## src/rtl/jtcontra_colmix_pkg.sv

```systemverilog
// Shared types, colour-field positions and colour-word unpacking for the
// parametrised Contra-style colour mixer.
package jtcontra_colmix_pkg;

  // Palette fetch sequencer: address low byte, address high byte, collect high byte
  typedef enum logic [1:0] {
    IDLE = 2'd0,
    LO   = 2'd1,
    HI   = 2'd2,
    WAIT = 2'd3
  } fetch_state_t;

  // Bit positions of the colour fields inside the 16-bit word {hi,lo}
  localparam int RED_MSB    = 4;
  localparam int GRN_LO_LSB = 5;
  localparam int GRN_HI_MSB = 9;
  localparam int BLU_LSB    = 10;
  localparam int BLU_MSB    = 14;

  // Unpack {hi,lo} into {blue,green,red}; bit 15 carries no colour information
  function automatic logic [14:0] unpackColor(input logic [15:0] word);
    return {word[BLU_MSB:BLU_LSB], word[GRN_HI_MSB:GRN_LO_LSB], word[RED_MSB:0]};
  endfunction

endpackage

```

## src/rtl/jtcontra_colmix_prio.sv

```systemverilog
// Layer priority encoder: the lowest-numbered enabled, opaque layer wins,
// otherwise the backdrop code is used.
module jtcontra_colmix_prio #(
  parameter int LAYERS      = 2,
  parameter int PXLW        = 7,
  parameter int TRANSP_BITS = 4
) (
  input  logic [LAYERS*PXLW-1:0] layer_pxl_i,
  input  logic [LAYERS-1:0]      layer_en_i,
  input  logic [PXLW-1:0]        bg_code_i,
  output logic [PXLW-1:0]        code_o
);

  // Walk from the lowest priority up so the last opaque layer seen (lowest index) wins
  always_comb begin
    code_o = bg_code_i;
    for (int i = LAYERS - 1; i >= 0; i--) begin
      if (layer_en_i[i] && (layer_pxl_i[i*PXLW +: TRANSP_BITS] != '0)) begin
        code_o = layer_pxl_i[i*PXLW +: PXLW];
      end
    end
  end

endmodule

```

## src/rtl/jtframe_dual_ram.sv

```systemverilog
// Dual-port byte RAM, both ports on one clock, read-first on every port.
module jtframe_dual_ram #(
  parameter int dw = 8,
  parameter int aw = 10
) (
  input  logic          clk,
  input  logic [dw-1:0] data0,
  input  logic [aw-1:0] addr0,
  input  logic          we0,
  output logic [dw-1:0] q0,
  input  logic [dw-1:0] data1,
  input  logic [aw-1:0] addr1,
  input  logic          we1,
  output logic [dw-1:0] q1
);

  logic [dw-1:0] mem [2**aw];

  // Both ports read the old contents before any write in the same clock lands
  always_ff @(posedge clk) begin
    q0 <= mem[addr0];
    q1 <= mem[addr1];
    if (we0) mem[addr0] <= data0;
    if (we1) mem[addr1] <= data1;
  end

endmodule

```

## src/rtl/jtcontra_colmix_n.sv

```systemverilog
// Parametrised colour mixer: picks the winning layer code, fetches its 16-bit
// palette entry as two byte reads and drives blanked 5-bit RGB one pixel later.
module jtcontra_colmix_n
  import jtcontra_colmix_pkg::*;
#(
  parameter int LAYERS      = 2,
  parameter int PXLW        = 7,
  parameter int TRANSP_BITS = 4
) (
  input  logic                   clk,
  input  logic                   rst_n,
  input  logic                   pxl_cen,
  input  logic                   LHBL,
  input  logic                   LVBL,
  output logic                   LHBL_dly,
  output logic                   LVBL_dly,
  input  logic                   pal_cs,
  input  logic                   cpu_rnw,
  input  logic                   cpu_cen,
  input  logic [PXLW:0]          cpu_addr,
  input  logic [7:0]             cpu_dout,
  output logic [7:0]             pal_dout,
  input  logic [LAYERS*PXLW-1:0] layer_pxl,
  input  logic [LAYERS-1:0]      layer_en,
  input  logic [PXLW-1:0]        bg_code,
  output logic [4:0]             red,
  output logic [4:0]             green,
  output logic [4:0]             blue,
  output logic                   fetch_err
);

  localparam int AW = PXLW + 1;

  fetch_state_t   state_q, state_d;
  logic [PXLW-1:0] winner;
  logic [PXLW-1:0] code_q;
  logic [AW-1:0]   vidAddr;
  logic [7:0]      vidData;
  logic [7:0]      cpuData;
  logic            cpuWe;
  logic            loadLo;
  logic            loadWord;
  logic [7:0]      loByte_q;
  logic [15:0]     word_q;
  logic [1:0]      blank1_q;
  logic [14:0]     rgb_q;
  logic            hblDly_q;
  logic            vblDly_q;
  logic            err_q;
  logic            palEn_q;

  jtcontra_colmix_prio #(
    .LAYERS      (LAYERS),
    .PXLW        (PXLW),
    .TRANSP_BITS (TRANSP_BITS)
  ) u_prio (
    .layer_pxl_i (layer_pxl),
    .layer_en_i  (layer_en),
    .bg_code_i   (bg_code),
    .code_o      (winner)
  );

  assign cpuWe = cpu_cen & pal_cs & ~cpu_rnw;

  jtframe_dual_ram #(
    .dw (8),
    .aw (AW)
  ) u_ram (
    .clk   (clk),
    .data0 (cpu_dout),
    .addr0 (cpu_addr),
    .we0   (cpuWe),
    .q0    (cpuData),
    .data1 (8'd0),
    .addr1 (vidAddr),
    .we1   (1'b0),
    .q1    (vidData)
  );

  // Fetch state register
  always_ff @(posedge clk or negedge rst_n) begin
    if (!rst_n) state_q <= IDLE;
    else        state_q <= state_d;
  end

  // A pixel strobe always (re)starts the fetch; otherwise step through the byte reads
  always_comb begin
    state_d = state_q;
    if (pxl_cen) begin
      state_d = LO;
    end else begin
      case (state_q)
        LO:      state_d = HI;
        HI:      state_d = WAIT;
        WAIT:    state_d = IDLE;
        default: state_d = IDLE;
      endcase
    end
  end

  // Video-port address and byte capture strobes; an interrupted fetch never assembles
  always_comb begin
    vidAddr  = {code_q, 1'b1};
    loadLo   = 1'b0;
    loadWord = 1'b0;
    case (state_q)
      LO:      vidAddr  = {code_q, 1'b0};
      HI:      loadLo   = 1'b1;
      WAIT:    loadWord = ~pxl_cen;
      default: ;
    endcase
  end

  // Collect the two palette bytes into the colour word
  always_ff @(posedge clk or negedge rst_n) begin
    if (!rst_n) begin
      loByte_q <= '0;
      word_q   <= '0;
    end else begin
      if (loadLo)   loByte_q <= vidData;
      if (loadWord) word_q   <= {vidData, loByte_q};
    end
  end

  // Pixel-rate pipeline: latch the new code and blanking, present the previous colour
  always_ff @(posedge clk or negedge rst_n) begin
    if (!rst_n) begin
      code_q   <= '0;
      blank1_q <= '0;
      rgb_q    <= '0;
      hblDly_q <= 1'b0;
      vblDly_q <= 1'b0;
      err_q    <= 1'b0;
    end else if (pxl_cen) begin
      code_q   <= winner;
      blank1_q <= {LHBL, LVBL};
      rgb_q    <= (&blank1_q) ? unpackColor(word_q) : '0;
      hblDly_q <= blank1_q[1];
      vblDly_q <= blank1_q[0];
      if (state_q != IDLE) err_q <= 1'b1;
    end
  end

  // The RAM read register has no reset, so its output is masked until the first clock after reset
  always_ff @(posedge clk or negedge rst_n) begin
    if (!rst_n) palEn_q <= 1'b0;
    else        palEn_q <= 1'b1;
  end

  assign pal_dout  = cpuData & {8{palEn_q}};
  assign red       = rgb_q[4:0];
  assign green     = rgb_q[9:5];
  assign blue      = rgb_q[14:10];
  assign LHBL_dly  = hblDly_q;
  assign LVBL_dly  = vblDly_q;
  assign fetch_err = err_q;

endmodule

```

## config.mk

```make
export PLATFORM = sky130hd
export DESIGN_NAME = jtcontra_colmix_n
export DESIGN_NICKNAME = d
export VERILOG_FILES = /design/src/rtl/jtcontra_colmix_pkg.sv /design/src/rtl/jtcontra_colmix_prio.sv /design/src/rtl/jtframe_dual_ram.sv /design/src/rtl/jtcontra_colmix_n.sv
export SDC_FILE = /design/constraint.sdc
export NUM_CORES = 2
export LEC_CHECK = 0
export CELL_PAD_IN_SITES_DETAIL_PLACEMENT = 0
export CELL_PAD_IN_SITES_GLOBAL_PLACEMENT = 2
export CORE_MARGIN = 2
export CORE_UTILIZATION = 50
export DETAILED_ROUTE_END_ITERATION = 8
export PLACE_DENSITY = 0.77
export RECOVER_POWER = 25
export SLEW_MARGIN = 30
export SYNTH_ARGS = -nofsm -noshare
export SYNTH_HDL_FRONTEND = slang
export SYNTH_SLANG_ARGS = --single-unit
```

## constraint.sdc

```tcl
create_clock -name clk -period 5.3 [get_ports clk]
set_input_delay 1.06 -clock clk [delete_from_list [all_inputs] [get_ports clk]]
set_output_delay 1.06 -clock clk [all_outputs]
set_load 0.01 [all_outputs]
```

## Word level (Yosys, flattened, before mapping)

Memories as Yosys holds them, arrays and structs flattened. A register that Yosys moved wholly into a read port is not among the register bits.
Index checks and enable logic that the tools add are counted.

| cells by class | value |
|---|---|
| eq/ne operators | 3 |
| muxes and demuxes | 10 |
| bitwise logic cells | 5 |
| reduce and logical (&&, ||, !) cells | 7 |

Operator list:

| kind | number |
|---|---|
| $mux 15 | 1 |
| $mux 7 | 2 |
| $and 8x8->8 | 1 |
| $reduce_bool 4->1 | 2 |
| $mux 1 | 5 |
| $eq 2x2->1 const B | 2 |
| $pmux 2 s2 | 1 |
| $reduce_and 2->1 | 2 |
| $and 1x1->1 | 2 |
| $eq 2x1->1 const B | 1 |
| $logic_and 1x1->1 | 2 |
| $mux 2 | 1 |
| $not 1->1 | 2 |
| $reduce_bool 2->1 | 1 |

| word-level totals | value |
|---|---|
| register bits after elaboration | 53 |
| bits in writable memories | 2048 |
| input port bits | 47 |
| output and inout bits | 26 |
| word-level logic and storage cells | 36 |
| memories | 1 |

Memories:

| name | words | width | read ports | clocked after Yosys merged registers in | write ports | line | source |
|---|---|---|---|---|---|---|---|
| u_ram.mem | 256 | 8 | 2 | 2 | 1 | jtframe_dual_ram.sv:17 | `logic [dw-1:0] mem [2**aw];` |

## Depth between registers and ports, before layout

| logic depth | value |
|---|---|
| depth after elaboration | 4 |
| mapped depth | 14 |
| depth with buffers taken out | 8 |

## Hierarchy

Synthesis repeated with hierarchy kept, for this count alone.

| second synthesis, totals | value |
|---|---|
| cell total of the unflattened synthesis | 7776 |
| area, all modules | 123796.2 um2 |

Modules (own cells, without submodules):

| module | instances | cells each | area each (um2) | seq. area each (um2) |
|---|---|---|---|---|
| jtframe_dual_ram | 1 | 7585 | 121412.7 | 61819.3 |
| jtcontra_colmix_n | 1 | 167 | 2190.9 | 1326.3 |
| jtcontra_colmix_prio | 1 | 24 | 192.7 | 0.0 |

## Worst setup path before layout

No wires, ideal clock.

| path | value |
|---|---|
| path kind | in2reg |
| start | in cpu_addr[0] |
| end | mem u_ram.mem[220][0] (enable) |
| setup time | 0.370 ns |
| data arrival time | 3.274 ns |
| required time | 4.930 ns |
| path slack | 1.655 ns |
| stages | 9 |
| path buffers | 6 |
| cells stage by stage | buf_2 -> buf_2 -> buf_2 -> clkbuf_1 -> buf_2 -> nor4_1 -> nand2_1 -> clkbuf_1 -> nor2_1 |

RTL lines:

| what | line | source |
|---|---|---|
| start, declared | jtcontra_colmix_n.sv:20 | `input logic [PXLW:0] cpu_addr,` |
| end, declared | jtframe_dual_ram.sv:17 |  |

Straight into the memory's write port.

## Final worst setup path

| path | value |
|---|---|
| start | in cpu_dout[4] |
| end | mem u_ram.mem[203][4] (data pin) |

RTL lines:

| what | line | source |
|---|---|---|
| start, declared | jtcontra_colmix_n.sv:21 | `input logic [7:0] cpu_dout,` |

Straight into the memory's write port.

==> reports/summary.txt <==
Pre-antenna DRT Iters: 6
critical path's slowest cell: clkbuf_1
most frequent cells in the layout: edfxtp_1 (2,048), mux4_2 (1,013), buf_4 (488), mux2i_1 (299), nor2_1 (279)
Max-cap violations: 13
Wirelength per Cell: 40.8 um
Critical Path Source Type: input port
Final Max Slew Viols: 1,009
post_cts resized: 0
switching share of power: 0.252
failing checks: max-capacitance violations, max-slew violations
Clock Skews: 0.0429 ns
Reg clk slew, reported paths: 0.06 ns
internal power: 29,700 uW
asr flop ratio synth: 0.0250
std cell rows: 162
Mapped Cells: 5,070
Combinational Power Share: 0.135
Max Root-Sink Buffers: 3
Syn Nets: 5,122
GRT Overall Usage: 0.341
CP Class: in -> reg
Initial Util: 0.504
crit-path cells: clkbuf_1, buf_4
setup bufs post-CTS: 0
FF-to-FF path depth: 12
root buffer cell: clkbuf_16
Hold Path Class: in -> async
area grow syn2layout: 14.6%
slowest stage delay, CP: 3.21 ns
clock sink count: 2,117
initial antenna violation count: 21
Yosys reg bits: 2,117
post-synthesis cell type count: 71
Max transition margin: -2.20
via count: 59,300
Worst Path Arrival: 5.39 ns
Worst path depth: 2
crit share post-route: 0.913
fin util: 0.577
die area: 200,000 um2
post-synthesis sequential area ratio: 0.643
Flop pwr share: 0.472
final worst slack: 0.463 ns
PortBufs: 72
Final GP Congestion: 0.964
Max rail drop VDD: 306 uV
worst slew pin tran: 4.80 ns
via density per instance: 7.13
Chip Width: 447 um
pwr dens: 352 nW/um2
YS warnings: 0
Nets: 5,564
TritonCTS clock tree: done
layout cells sized above 1: 0.351
commonest non-fill, non-tap cell in the layout: edfxtp_1
grt ovf: 0
number of flops mapped to enable cells by yosys: 2,048
Routed Antenna Nets: 0
Mapped Area: 98,200 um2
Main synth FF type: edfxtp_1
Die Height: 447 um
clock network power share: 0.393
DP HPWL: 230 mm
IO Count: 73
vias in the first global route: 58,000
crit path time final: 4.84 ns
first-pass GRT wire length: 468 mm
required time of the worst setup path: 5.85 ns
largest net degree at the start of global routing: 152
CP max FO: 86
Hold Fails Final Rpt: 0
Post-Place Setup Slack: 0.0609 ns
H-tree level count: 4
routed wire length: 339 mm
final setup TNS: 0 ns
syn avg cell area: 19.4 um2
final setup vio count: 0
cts hold-fix bufs: 0
Leak Pwr: 0.0360 uW
CTS Buf Count: 220
Power, Total: 39,600 uW
Clock Latency Late Sink: 0.88 ns
RSZ-0062 raised after global routing: no
Core Region: 195,000 um2
Psw: 9990 uW
Max Clk Rate: 207 MHz
detailed router's first-iteration violation count: 9,336
crit-path leading delay family: buffers and inverters
status: finished, violations left
Worst setup EP type: flop
crit path buf inv count: 2
Remaining DRCs: 0
-- cell families after synthesis --
group                      count (synthesis)  share of synthesized area
AOI/OAI and AO/OA                        490                     0.0352
adders and majority gates                  5                   0.000637
other                                      1                  0.0000382
and+or+nand+nor                          647                     0.0298
muxes                                   1375                      0.270
DFF                                     2117                      0.643
buffers and inverters                    435                     0.0213
-- routing by layer --
metal / GRT usage / wire length [um] / vias up
met5: 0 / 114 / -
met4: 0.164 / 18800 / 18
met3: 0.0868 / 40800 / 752
met2: 0.514 / 155000 / 4237
met1: 0.468 / 124000 / 31600
li1: - / - / 22700
-- cells in the mapped netlist (all sizes together), types with 6 or more instances --
library cell,instances,area share
edfxtp,2048,0.63
mux4,1013,0.23
mux2i,300,0.031
nor2,280,0.011
clkbuf,217,0.0083
buf,192,0.012
nand2,134,0.0051
a21oi,98,0.0050
o221ai,93,0.0083
nor3,85,0.0043
a22oi,79,0.0060
o22ai,67,0.0043
mux2,62,0.0071
dfrtp,53,0.014
o21ai,40,0.0020
o211ai,26,0.0020
inv,25,0.00096
nor4,25,0.0016
nand3,24,0.0012
nor2b,23,0.0015
a22o,17,0.0015
dfxtp,16,0.0033
nand2b,15,0.00096
and2,13,0.00083
a221oi,10,0.00089
o2111ai,9,0.00080
o32ai,9,0.00080
a2111oi,8,0.00073
a211oi,7,0.00054
nor3b,7,0.00054
and3,6,0.00038
or2,6,0.00038
or4,6,0.00046
-- state kept, by name, indices dropped and copies added, names as in the netlist, 7 cells and up --
signal and cells:
u_ram.q0 8, word_q 15, code_q 7, loByte_q 8, u_ram.q1 8, u_ram.mem 2048, rgb_q 15
-- stage by stage --
| step | hold WS, ns | cells | cell area (um2) |
|---|---|---|---|
| finish | 0.387 | 8323 | 113000 |
| global route | 0.481 | 8315 | 112000 |
| CTS | 0.105 | 8312 | 113000 |
| detailed placement | 0.463 | 7912 | 105000 |
| global placement | 0.460 | 7911 | 105000 |
| floorplan | 0.439 | 5070 | 98200 |
-- layout make-up --
type	count	area, um2
Timing Repair Buffer	629	5620
Multi-Input combinational cell	2518	33100
Tap cell	2624	3280
Sequential cell	2117	63200
Antenna cell	9	22.5
Fill cell	14600	82500
Clock inverter	126	1360
Clock buffer	274	5850
Inverter	26	110
-- worst paths after layout --
kind / startpoint / to / slack (ns)
worst max-delay path: cpu_dout[4] / u_ram.mem[203][4] / 0.46
worst min-delay path: rst_n / rgb_q[4] / 0.39
worst max register to register: state_q[1] / u_ram.q1[3] / 0.63
worst min register to register: fetch_err / fetch_err / 0.47
max in group asynchronous: rst_n / code_q[0] / 1.82
min in group clk: fetch_err / fetch_err / 0.47
-- power groups by stage --
stage          registers, uW  logic (uW)  clock network [uW]
5_1_grt                18700        5510               16300
3_5_place_dp           19000        5290                   0
3_3_place_gp           19000        5280                   0
4_1_cts                18700        5310               15700
2_1_floorplan          18900        3010                   0
6_report               18700        5360               15600
(Power assumes the default switching activity.)
